<file path="config.mk">
export PLATFORM = sky130hd
export DESIGN_NAME = asrm_irq_conditioner
export DESIGN_NICKNAME = d
export VERILOG_FILES = /design/src/rtl/asrm_irq_conditioner_pkg.sv /design/src/rtl/asrm_irq_filter.sv /design/src/rtl/asrm_irq_conditioner.sv
export SDC_FILE = /design/constraint.sdc
export NUM_CORES = 1
export LEC_CHECK = 0
export ABC_AREA = 1
export CAP_MARGIN = 20
export CELL_PAD_IN_SITES_DETAIL_PLACEMENT = 0
export CELL_PAD_IN_SITES_GLOBAL_PLACEMENT = 2
export CORE_MARGIN = 5
export CORE_UTILIZATION = 25
export CTS_CLUSTER_DIAMETER = 40
export DETAILED_ROUTE_END_ITERATION = 10
export PLACE_DENSITY = 0.75
export SETUP_SLACK_MARGIN = 0.4
export SYNTH_ARGS = -nofsm -noshare
export SYNTH_HDL_FRONTEND = slang
export SYNTH_SLANG_ARGS = --single-unit
</file>
<file path="constraint.sdc">
create_clock -name clk -period 1.4 [get_ports clk]
set_input_delay 0.14 -clock clk [delete_from_list [all_inputs] [get_ports clk]]
set_output_delay 0.14 -clock clk [all_outputs]
set_load 0.03 [all_outputs]
</file>
<file path="src/rtl/asrm_irq_conditioner_pkg.sv">
// Shared constants for the external interrupt conditioner: line count and
// per-line trigger mode encodings.
package asrm_irq_conditioner_pkg;

  localparam int NUM_INT = 4;

  localparam logic MODE_LEVEL = 1'b0;
  localparam logic MODE_EDGE  = 1'b1;

  typedef logic [NUM_INT-1:0] irq_vec_t;

endpackage

</file>
<file path="src/rtl/asrm_irq_filter.sv">
// One interrupt line: two-flop synchronizer followed by a debounce filter.
// rise is high in the cycle whose closing edge moves filtered from 0 to 1.
module asrm_irq_filter #(
  parameter int DEBOUNCE_CYCLES = 4
) (
  input  logic clk,
  input  logic reset,
  input  logic irq,
  output logic filtered,
  output logic rise
);

  localparam int DB = (DEBOUNCE_CYCLES < 1) ? 1 : DEBOUNCE_CYCLES;
  localparam int CW = (DB > 1) ? $clog2(DB) : 1;
  localparam logic [CW-1:0] CNT_MAX = CW'(DB - 1);

  logic          s1;
  logic          s2;
  logic [CW-1:0] count;
  logic          expire;

  // Mismatch has persisted long enough: filtered takes s2 on this edge.
  assign expire = (s2 != filtered) && (count == CNT_MAX);
  assign rise   = expire && s2;

  always_ff @(posedge clk or posedge reset) begin
    if (reset) begin
      s1       <= 1'b0;
      s2       <= 1'b0;
      filtered <= 1'b0;
      count    <= '0;
    end else begin
      s1 <= irq;
      s2 <= s1;
      if (s2 == filtered) begin
        count <= '0;
      end else if (expire) begin
        filtered <= s2;
        count    <= '0;
      end else begin
        count <= count + CW'(1);
      end
    end
  end

endmodule

</file>
<file path="src/rtl/asrm_irq_conditioner.sv">
// Conditions four asynchronous interrupt lines into latched, maskable requests
// for the CPU interrupt handler.
module asrm_irq_conditioner
  import asrm_irq_conditioner_pkg::*;
#(
  parameter int       DEBOUNCE_CYCLES = 4,
  parameter irq_vec_t EDGE_MODE       = 4'b1111
) (
  input  logic     clk,
  input  logic     reset,
  input  irq_vec_t irq_in,
  input  irq_vec_t mask,
  input  irq_vec_t irq_ack,
  output irq_vec_t pending,
  output irq_vec_t ext_int
);

  irq_vec_t filtered;
  irq_vec_t rise;
  irq_vec_t pending_next;

  generate
    for (genvar gi = 0; gi < NUM_INT; gi++) begin : g_line
      asrm_irq_filter #(
        .DEBOUNCE_CYCLES(DEBOUNCE_CYCLES)
      ) u_filter (
        .clk     (clk),
        .reset   (reset),
        .irq     (irq_in[gi]),
        .filtered(filtered[gi]),
        .rise    (rise[gi])
      );
    end
  endgenerate

  // A fresh rise beats an ack so no event is lost; a standing level yields to
  // the ack for one edge and re-asserts on the next while the line stays high.
  always_comb begin
    pending_next = pending;
    for (int i = 0; i < NUM_INT; i++) begin
      if (rise[i]) begin
        pending_next[i] = 1'b1;
      end else if (irq_ack[i]) begin
        pending_next[i] = 1'b0;
      end else if ((EDGE_MODE[i] == MODE_LEVEL) && filtered[i]) begin
        pending_next[i] = 1'b1;
      end
    end
  end

  always_ff @(posedge clk or posedge reset) begin
    if (reset) begin
      pending <= '0;
    end else begin
      pending <= pending_next;
    end
  end

  assign ext_int = pending & mask;

endmodule

</file>
=== Word level (Yosys, flattened, before mapping) ===
Cells that the tools add are included.
W data, S select, Z words.

* Add/sub/neg operators: 4
* Eq/ne operators: 12
* Mux-type cells: 16
* Bitwise logic cells: 5
* Reduce and logical (&&, ||, !) cells: 16

{| class="wikitable"
|+ Operators with widths
! kind !! number
|-
| $mux W2 || 8
|-
| $add A2 B1 Y2 const B || 4
|-
| $eq A2 B2 Y1 const B || 4
|-
| $logic_and A1 B1 Y1 || 8
|-
| $mux W1 || 8
|-
| $reduce_and A2 Y1 || 4
|-
| $reduce_bool A2 Y1 || 4
|-
| $and A4 B4 Y4 || 1
|-
| $eq A1 B1 Y1 || 4
|-
| $ne A1 B1 Y1 || 4
|-
| $not A1 Y1 || 4
|}

* Bits in registers: 24
* Bits of input ports: 14
* Output and inout bits: 8
* Word-level logic and storage cells: 73

=== Depth between registers and ports, before layout ===
* Depth after elaboration: 4
* Depth in mapped cells: 4
* Mapped depth without buffers: 4

=== Modules after synthesis ===
Synthesis repeated with hierarchy kept, for this count alone.

* Cells, all modules: 105
* Area total of the unflattened synthesis: 954.7 µm²

{| class="wikitable"
|+ Modules (own cells, without submodules)
! module !! times used !! cells each !! area an instance (µm²) !! sequential area each (µm²)
|-
| asrm_irq_filter || 4 || 19 || 190.2 || 125.1
|-
| asrm_irq_conditioner || 1 || 29 || 193.9 || 100.1
|}

=== Worst setup path after synthesis ===
OpenSTA, ideal clock, no wires.

* Kind: reg2reg
* From: register g_line[0].u_filter.count[0]
* To: register g_line[0].u_filter.count[0]
* Library setup time: 71 ps
* Arrival time: 867 ps
* Data required time: 1329 ps
* Slack: 462 ps
* Stages on the path, launching flop included: 4
* Buffers on the path: 0
* Period minus slack after synthesis: 938 ps
* Cells stage by stage: dfrtp_1 -> ha_1 -> or2_0 -> nor2_1

* Word-level cells in the longest chain between the ends: 4
* Elaborated cells between the ends (all ways): 5
* Those cells by class: add/sub (1); eq/ne (1); mux (2); reduce/logical (1)

{| class="wikitable"
|+ Ends and longest elaborated chain
! item !! line !! text
|-
| from (decl) || asrm_irq_filter.sv:19 || <nowiki>logic [CW-1:0] count;</nowiki>
|-
| from (signal assigned) || asrm_irq_filter.sv:41 || <nowiki>count <= count + CW'(1);</nowiki>
|-
| parallel branches: the longest is 2 deep, another holds $add A2 B1 Y2 || -- ||
|-
| $mux W2 (*) || asrm_irq_filter.sv:37 || <nowiki>end else if (expire) begin</nowiki>
|-
| $mux W2 (*) || asrm_irq_filter.sv:35 || <nowiki>if (s2 == filtered) begin</nowiki>
|}

Every way passes the cells marked *.
A chain may end at the register's enable or synchronous reset.

=== Final worst setup path ===
* From: register pending[3]
* To: output ext_int[3]

* Word-level cells in the longest chain between the ends: 1

{| class="wikitable"
|+ Ends and longest elaborated chain
! item !! line !! text
|-
| from (decl) || asrm_irq_conditioner.sv:14 || <nowiki>output irq_vec_t pending,</nowiki>
|-
| from (signal assigned) || asrm_irq_conditioner.sv:55 || <nowiki>pending <= pending_next;</nowiki>
|-
| $and A4 B4 Y4 || asrm_irq_conditioner.sv:59 || <nowiki>assign ext_int = pending & mask;</nowiki>
|-
| to (decl) || asrm_irq_conditioner.sv:15 || <nowiki>output irq_vec_t ext_int</nowiki>
|}

No other way between the ends.

==> impl_summary.log <==
INFO  metric avg_inst_size_synth = 9.889 sq um
INFO  metric pwr_density_cell = 1583 nW/um^2
INFO  metric final_layout_size_suffix_gt1_share = 15.70%
INFO  metric cts_htree_levels = 1
INFO  metric num-fill-cells = 365
INFO  metric period_share = 74.44%
INFO  metric post_synthesis_compound_gate_area_fraction = 4.354%
INFO  metric post_layout_nonfiller_instances = 169
INFO  metric final_common_cell = dfrtp_1
INFO  metric clkSlewWorstSetupHoldPaths = 0.08 ns
INFO  metric sort_of_element_at_the_start_of_the_critical_path = register
INFO  metric area.growth.synth_to_final = 42.59%
INFO  metric drv_slew = 0
INFO  metric multiInputGateArea = 280.3 sq um
INFO  metric gr-usage-met3 = 2.983%
INFO  metric drc_marker_count_from_the_first_detailed_route_iteration = 14
INFO  metric detail_route.drc_violations = 0
INFO  metric globalRouteTotalUtil = 7.549%
INFO  metric timing.final.setup_violations = 0
INFO  metric arrival = 0.90 ns
INFO  metric netlist_instances = 93
INFO  metric worst-slew-pin-transition = 0.3014 ns
INFO  metric outcome = finished, final reports clean
INFO  metric crit_chain = nand2_1 -> inv_1 -> buf_6
INFO  metric finalHoldWorstSlack = 0.2293 ns
INFO  metric synth_seq_cells = 24
INFO  metric worst_path_max_delay_cell = dfrtp_1
INFO  metric fin_crit = 1.042 ns
INFO  metric insertedDiodeCount = 0
INFO  metric port_buffer_count = 21
INFO  metric via_count_of_the_first_global_routing_pass = 691
INFO  metric critical_path_peak_fanout = 3
INFO  metric design.core.area = 3606 sq um
INFO  metric fin_setup_tns = 0 ns
INFO  metric die_width = 70.65 um
INFO  metric io-pin-count = 22
INFO  metric cts.sink_count = 24
INFO  metric die_height = 70.65 um
INFO  metric timing_worst_setup_path_type = reg -> out
INFO  metric grt_start_max_net_pins = 25
INFO  metric class_of_the_most_critical_hold_timing_path = in -> async
INFO  metric dp_hpwl = 1.194 mm
INFO  metric final.setup_skew = 0.002591 ns
INFO  metric clk_root_buffer_cell = clkbuf_8
INFO  metric synth.lib_cells_used.distinct = 8
INFO  metric leakage = 0.6539 nW
INFO  metric synth.top_cell.area_share = 65.31%
INFO  metric antenna_found_initial = 0
INFO  metric cts.hold.buffers_added = 0
INFO  metric syn_area = 919.6 sq um
INFO  metric final_area = 1311 sq um
INFO  metric biggest_area_contributors_in_the_synthesized_netlist = dfrtp_1 65%, inv_1 8.6%, nand2_1 8.2%, ha_1 5.4%, o21ai_0 4.4%
INFO  metric final_weighted_congestion_in_routability_driven_placement = 0.6569
INFO  metric cts.path.max_buffers = 2
INFO  metric post_synth_and_or_nand_nor_area_fraction = 16.33%
INFO  metric fin_nets = 140
INFO  metric seq_area_frac_synth = 65.31%
INFO  metric timing.critical_path.max_delay_family = flip-flops
INFO  metric row_cnt = 22
INFO  metric max-slew-margin-rel = 79.91%
INFO  metric xor_xnor_cell_area_share_of_the_yosys_netlist = 0%
INFO  metric cap_violations = 0
INFO  metric start_util = 25.50%
INFO  metric drt_pre_antenna_iters = 3
INFO  metric dominant_combinational_cell_family_by_area_after_synthesis = simple AND/OR/NAND/NOR gates
INFO  metric detail_route.wl_per_cell = 9.408 um
INFO  metric timing.critical_path.buf_inv = 2
INFO  metric grt_overflow_total = 0
INFO  metric drtAntennaViolNets = 0
INFO  metric grt_use_met1 = 9.259%
INFO  metric route.detailed.vias_per_inst = 3.799
INFO  metric placed_cell_area = 1187 sq um
INFO  metric cp_num_cells = 3
INFO  metric detail_route.wirelength = 1.590 mm
INFO  metric tritoncts = yes
INFO  metric clk-insertion-delay-late = 0.26 ns
INFO  metric final_core_utilization = 36.36%
INFO  metric placed_cells = 163
INFO  metric synth.largest_area_cell = dfrtp_1
INFO  metric seq_area = 600.6 sq um
INFO  metric timing.final.hold_violations = 0
INFO  metric critical-path-max-stage-delay = 0.41 ns
INFO  metric cp.required = 1.26 ns
INFO  metric adder_cell_share_of_the_synthesized_area = 5.442%
INFO  metric cts_buffer_count = 3
INFO  metric grt.met2_usage = 11.23%
INFO  metric max_clock_freq = 0.9595 GHz
INFO  metric grt_first_pass_wirelength = 2.960 mm
INFO  metric busiest_layer = met2
INFO  metric setup.worst_path.end_class = output port
INFO  metric reg2regPathDepth = 3
INFO  metric die_ar = 4991 sq um
INFO  metric mux_share_of_post_synthesis_cell_area = 0%
INFO  metric grt_setup_unrepaired = yes
INFO  metric mostFrequentLayoutCells = 24 x dfrtp_1, 21 x inv_1, 20 x nand2_1, 13 x clkdlybuf4s50_1
INFO  metric synth.net_count = 111
INFO  metric max-vdd-ir-drop = 0.3277 mV
INFO  metric synth.yosys.warnings = 0
INFO  metric detailroute.via_count = 642
-- cells in the mapped netlist --
library cell,n
dfrtp_1,24
inv_1,21
nand2_1,20
nor2_1,8
o21ai_0,8
ha_1,4
nand3_1,4
or2_0,4
-- final timing paths --
check / start / endpoint / slack [ns]
max reg2reg: g_line[1].u_filter.count[0]$_DFF_PP0_ / g_line[1].u_filter.count[0]$_DFF_PP0_ / 0.45
min in group clk: irq_in[1] / g_line[1].u_filter.s1$_DFF_PP0_ / 0.31
min: reset / g_line[2].u_filter.s2$_DFF_PP0_ / 0.23
min reg2reg: g_line[3].u_filter.s1$_DFF_PP0_ / g_line[3].u_filter.s2$_DFF_PP0_ / 0.35
max: pending[3]$_DFFE_PP0P_ / ext_int[3] / 0.36
max in group asynchronous: reset / g_line[1].u_filter.count[0]$_DFF_PP0_ / 0.94
-- timing repair --
action,4_1_cts,5_1_grt
endpoints found under the setup margin,11,12
pin swaps,3,6
resized for setup,27,13
cloned,0,0
buffers inserted,1,1
-- cell type report --
cell class	count	share of cell area, %
Tap cell	48	4.580
Inverter	21	6.011
Sequential cell	24	45.80
Clock buffer	4	4.198
Multi-Input combinational cell	48	21.37
Timing Repair Buffer	24	18.03
-- flip-flops by register name (all words and copies together), names as in the netlist --
register and count:
g_line.u_filter.count 8, g_line.u_filter.filtered 4, g_line.u_filter.s1 4, g_line.u_filter.s2 4
pending 4
-- through the flow --
step                      total power [W]  worst slack, ns
after floorplan                  0.001351           0.4622
after global routing             0.002281           0.2955
after detailed placement         0.001541           0.2353
after CTS                        0.002022           0.3591
after global placement           0.001502           0.2479
final                            0.002076           0.3578
-- logic make-up after synthesis --
family	count (synthesis)
compound gates	8
flops	24
simple gates	36
fa+ha+maj	4
buf+inv	21
-- worst reg2reg max path, cell delays in order, from the launching register on --
cell and delay, ns:
dfrtp_1 0.41, ha_4 0.17, or2_0 0.21, nor2_1 0.10
-- report_power, final --
group          switching (W)  internal (W)
Clock               0.000210      0.000251
Combinational       0.000320      0.000299
Sequential          0.000121      0.000876
-- layer usage --
layer	wire length [um]	vias to the layer above	share of wire, %
li1	-	331	-
met1	730	288	46
met2	710	19	45
met3	119	4	7.5
met4	29	0	1.8
met5	0	-	0
Power figures use the tool's default switching activity.
